==> config.mk <==
export PLATFORM = sky130hd
export DESIGN_NAME = uv_bus_arb
export DESIGN_NICKNAME = d
export VERILOG_FILES = /design/src/rtl/uv_bus_arb.sv
export SDC_FILE = /design/constraint.sdc
export NUM_CORES = 1
export LEC_CHECK = 0
export CAP_MARGIN = 20
export CORE_AREA = 5 5 98 100
export CTS_CLUSTER_SIZE = 24
export DETAILED_ROUTE_END_ITERATION = 6
export DIE_AREA = 0 0 103 105
export GPL_ROUTABILITY_DRIVEN = 0
export PLACE_DENSITY = 0.67
export SYNTH_ARGS = -nofsm -noshare
export SYNTH_HDL_FRONTEND = slang
export SYNTH_SLANG_ARGS = --single-unit
export TNS_END_PERCENT = 5
==> constraint.sdc <==
create_clock -name clk -period 1.7 [get_ports clk]
set_input_delay 0.51 -clock clk [delete_from_list [all_inputs] [get_ports clk]]
set_output_delay 0.51 -clock clk [all_outputs]
set_load 0.02 [all_outputs]
==> src/rtl/uv_bus_arb.sv <==
// Round-robin arbiter that shares one req/rsp slave port among NUM masters,
// with exactly one transaction in flight from grant through response.
module uv_bus_arb #(
  parameter int ALEN = 12,
  parameter int DLEN = 32,
  parameter int MLEN = DLEN / 8,
  parameter int NUM  = 2
) (
  input  logic                 clk,
  input  logic                 rst_n,
  input  logic [NUM-1:0]       m_req_vld,
  output logic [NUM-1:0]       m_req_rdy,
  input  logic [NUM-1:0]       m_req_read,
  input  logic [NUM*ALEN-1:0]  m_req_addr,
  input  logic [NUM*MLEN-1:0]  m_req_mask,
  input  logic [NUM*DLEN-1:0]  m_req_data,
  output logic [NUM-1:0]       m_rsp_vld,
  input  logic [NUM-1:0]       m_rsp_rdy,
  output logic [NUM*2-1:0]     m_rsp_excp,
  output logic [NUM*DLEN-1:0]  m_rsp_data,
  output logic                 s_req_vld,
  input  logic                 s_req_rdy,
  output logic                 s_req_read,
  output logic [ALEN-1:0]      s_req_addr,
  output logic [MLEN-1:0]      s_req_mask,
  output logic [DLEN-1:0]      s_req_data,
  input  logic                 s_rsp_vld,
  output logic                 s_rsp_rdy,
  input  logic [1:0]           s_rsp_excp,
  input  logic [DLEN-1:0]      s_rsp_data
);

  localparam int GW = (NUM > 1) ? $clog2(NUM) : 1;

  typedef enum logic [1:0] {
    ST_IDLE = 2'd0,
    ST_REQ  = 2'd1,
    ST_RSP  = 2'd2
  } state_t;

  state_t        state_r;
  state_t        state_s;
  logic [GW-1:0] gnt_r;
  logic [GW-1:0] gnt_s;
  logic [GW-1:0] ptr_r;
  logic [GW-1:0] ptr_s;

  // Lowest requester at or after ptr, wrapping; walking downward lets the
  // closest candidate to ptr overwrite the farther ones.
  function automatic logic [GW-1:0] rr_pick(input logic [NUM-1:0] vld,
                                            input logic [GW-1:0]  ptr);
    logic [GW:0]   sum;
    logic [GW:0]   lim;
    logic [GW-1:0] idx;
    logic [GW-1:0] sel;
    sel = ptr;
    lim = (GW + 1)'(NUM);
    for (int k = NUM - 1; k >= 0; k--) begin
      sum = {1'b0, ptr} + (GW + 1)'(k);
      idx = (sum >= lim) ? GW'(sum - lim) : sum[GW-1:0];
      sel = vld[idx] ? idx : sel;
    end
    return sel;
  endfunction

  // State, grant and round-robin pointer registers.
  always_ff @(posedge clk or negedge rst_n) begin
    if (!rst_n) begin
      state_r <= ST_IDLE;
      gnt_r   <= {GW{1'b0}};
      ptr_r   <= {GW{1'b0}};
    end else begin
      state_r <= state_s;
      gnt_r   <= gnt_s;
      ptr_r   <= ptr_s;
    end
  end

  // Next-state, grant selection and pointer advance.
  always_comb begin
    state_s = state_r;
    gnt_s   = gnt_r;
    ptr_s   = ptr_r;
    case (state_r)
      ST_IDLE: begin
        if (|m_req_vld) begin
          gnt_s   = rr_pick(m_req_vld, ptr_r);
          state_s = ST_REQ;
        end else begin
          state_s = ST_IDLE;
        end
      end
      ST_REQ: begin
        if (s_req_vld && s_req_rdy) begin
          state_s = ST_RSP;
        end else if (!m_req_vld[gnt_r]) begin
          // Granted master withdrew: release without advancing the pointer.
          state_s = ST_IDLE;
        end else begin
          state_s = ST_REQ;
        end
      end
      ST_RSP: begin
        if (s_rsp_vld && s_rsp_rdy) begin
          ptr_s   = (gnt_r == GW'(NUM - 1)) ? {GW{1'b0}} : gnt_r + 1'b1;
          state_s = ST_IDLE;
        end else begin
          state_s = ST_RSP;
        end
      end
      default: begin
        state_s = ST_IDLE;
      end
    endcase
  end

  // Bus routing: request mux toward the slave, response demux toward the
  // granted master; master ready never depends on m_rsp_rdy.
  always_comb begin
    m_req_rdy  = {NUM{1'b0}};
    m_rsp_vld  = {NUM{1'b0}};
    m_rsp_excp = {(NUM * 2){1'b0}};
    m_rsp_data = {(NUM * DLEN){1'b0}};
    s_req_vld  = 1'b0;
    s_req_read = 1'b0;
    s_req_addr = {ALEN{1'b0}};
    s_req_mask = {MLEN{1'b0}};
    s_req_data = {DLEN{1'b0}};
    s_rsp_rdy  = 1'b0;
    case (state_r)
      ST_IDLE: begin
        s_req_vld = 1'b0;
      end
      ST_REQ: begin
        s_req_vld        = m_req_vld[gnt_r];
        s_req_read       = m_req_read[gnt_r];
        s_req_addr       = m_req_addr[int'(gnt_r) * ALEN +: ALEN];
        s_req_mask       = m_req_mask[int'(gnt_r) * MLEN +: MLEN];
        s_req_data       = m_req_data[int'(gnt_r) * DLEN +: DLEN];
        m_req_rdy[gnt_r] = s_req_rdy;
      end
      ST_RSP: begin
        m_rsp_vld[gnt_r]                         = s_rsp_vld;
        m_rsp_excp[int'(gnt_r) * 2 +: 2]         = s_rsp_excp;
        m_rsp_data[int'(gnt_r) * DLEN +: DLEN]   = s_rsp_data;
        s_rsp_rdy                                = m_rsp_rdy[gnt_r];
      end
      default: begin
        s_req_vld = 1'b0;
      end
    endcase
  end

endmodule

==> impl_metrics.json <==
{
  "finalCriticalPeriod_ns": 1.94,
  "fin_crit_sh_pct": 114,
  "ys_seq_elements": 4,
  "layout.cells.non_filler": 602,
  "cts_tree": "yes",
  "yosysTopAreaCell": "mux2i_1",
  "die_h_um": 105,
  "post_synth_num_cell_types": 21,
  "final_area_um2": 4610,
  "rows": 34,
  "synthesis.area_um2": 1530,
  "fin_ws_ns": -0.242,
  "via_per_inst": 4.23,
  "clock_latency_ns": 0.22,
  "port_buffers": 262,
  "yosys_warnings": 0,
  "outcome": "finished, violations left",
  "critPathLaunchType": "flip-flop",
  "htree_levels": 1,
  "hpwl_mm": 8.24,
  "critPathSlowestCell": "dfrtp_2",
  "path_max_fanout": 6,
  "grt.total_usage_pct": 16.4,
  "powerDensity_nw_per_um2": 1230,
  "crit_family": "buffers and inverters",
  "grt_max_degree": 41,
  "cts_root_buf": "clkbuf_8",
  "register_area_um2": 103,
  "drc": 0,
  "die_x_um": 103,
  "worstPathArrival_ns": 1.43,
  "pin_count": 263,
  "dp_slack_ns": -0.635,
  "synth.area.top_cells": "mux2i_1, and2_1, nor2_1",
  "regToRegSetupSlack_ns": 0.16,
  "core_um2": 8590,
  "antenna_cells": 0,
  "ctsHoldBuffers": 0,
  "wl_per_cell_um": 16.6,
  "peakVddDrop_mv": 0.638,
  "violations": "setup timing",
  "hold_viol": 0,
  "path_cells": "buf_12 > clkbuf_16 > mux2i_2 > nor2_1 > buf_2",
  "place_inst": 587,
  "cp_num_buf_inv": 3,
  "fin_skew_ns": 0.00333,
  "drt_iter0_markers": 57,
  "syn_nets": 357,
  "worstSetupEndpointType": "output pin",
  "grt_overflow": 0,
  "setup-violations-final": 123,
  "cts_buffer_depth": 2,
  "final_antenna_net_count": 0,
  "grt_pass1_wl_mm": 13.9,
  "clkTransAtPathRegs_ns": 0.03,
  "dr.pass1.iters": 4,
  "wl_mm": 9.99,
  "drive_gt1_share_pct": 38.1,
  "drv_slew": 0,
  "cp_data_required_time_ns": 1.19,
  "fill_cells": 829,
  "layout_commonest_cell": "clkdlybuf4s50_1",
  "initial_core_util_pct": 17.8,
  "antenna_found_initial": 0,
  "rsz0062_at_grt": "yes",
  "placed_area_um2": 4320,
  "holdCritPathClass": "primary input to asynchronous set/reset pin",
  "critPathMaxStageDelay_ns": 0.42,
  "cap_violations": 0,
  "ys_seq_area_share_pct": 6.54,
  "slew_headroom_pct": 87.6,
  "leakage_nw": 2.19,
  "clkSinkCount": 4,
  "multi_input_area_um2": 1370,
  "area_growth_pct": 201,
  "dieArea_um2": 10800,
  "synthCells": 217,
  "yosysTopAreaCellShare_pct": 33.3,
  "vias": 2544,
  "grt_pass1_vias": 2621,
  "syn_avg_cell_area_um2": 7.06,
  "numCtsBuffers": 3,
  "final_cell_mix": "clkdlybuf4s50_1, buf_6, buf_4",
  "tightest_slew_ns": 0.183,
  "nNetsFinal": 635,
  "crit_type": "flip-flop to output pin",
  "fmax_ghz": 0.515,
  "utilization_pct": 53.6
}
## sequential cells by signal, summed over array words and instances (netlist names)
| register | cells |
|---|---|
| gnt_r | 1 |
| state_r | 2 |
| ptr_r | 1 |
## synth_stat cells
cell type and n:
a21oi_1 2, a31oi_1 1, a41oi_1 1, and2_1 70, and3_1 2, buf_4 7, buf_6 8, clkbuf_1 2
clkbuf_2 2, dfrtp_1 4, inv_1 1, mux2i_1 51, nand2_1 3, nand2b_1 1, nand2b_4 1, nor2_1 55
nor2_4 1, nor2b_1 2, o21ai_0 1, o22a_1 1, o22ai_1 1
## metal layers
layer,GRT usage [%],part of all wire [%],up-vias,wire length (um)
met5,0,0,-,0
met4,3.05,0.75,0,75
met3,6.26,13,6,1260
met2,32.4,56,158,5550
met1,15.6,31,1118,3100
li1,-,-,1262,-
## cell type report
type	instances	area share (%)
tap	108	2.93
inverter	1	0.0815
timing repair buffer	292	64.0
sequential	4	2.23
multi-input combinational	193	29.8
clock buffer	4	0.978
## power by group
| group | leakage [nW] | switching [mW] | internal [mW] |
|---|---|---|---|
| combinational | 2.12 | 2.57 | 2.67 |
| sequential | 0.0484 | 0.0580 | 0.139 |
| clock | 0.0228 | 0.0524 | 0.160 |
## stage by stage
stage / hold slack [ns] / TNS (ns) / power (mW)
floorplan: 0.214 / 0 / 2.75
global placement: 0.562 / -64.07 / 4.87
detailed placement: 0.559 / -65.22 / 4.89
CTS: 0.491 / -24.58 / 5.39
global route: 0.493 / -30.54 / 5.99
finish: 0.489 / -22.35 / 5.65
## kinds of logic after synthesis
logic type      share of synthesized area [%]
compound gates                           2.94
buf+inv                                  10.7
flops                                    6.54
mux                                      33.3
simple gates                             46.5
## path summary, 6_finish.rpt
| kind | startpoint | to | cells after the start |
|---|---|---|---|
| setup reg to reg | gnt_r | state_r[0] | 7 |
| setup / recovery | gnt_r | s_req_data[4] | 5 |
| hold / removal | rst_n | state_r[0] | 1 |
| max in group asynchronous | rst_n | state_r[1] | 1 |
| min in group clk | ptr_r | ptr_r | 2 |
| hold reg to reg | ptr_r | ptr_r | 2 |
## repair_timing
item                       in CTS  in global routing
pin swaps                       3                 18
setup endpoints to repair     123                123
setup buffers                   4                  0
gates cloned                    4                  3
hold endpoints to repair        0                  0
gates resized for setup       588                 98
Note: power is estimated with default switching activity, not from simulation.
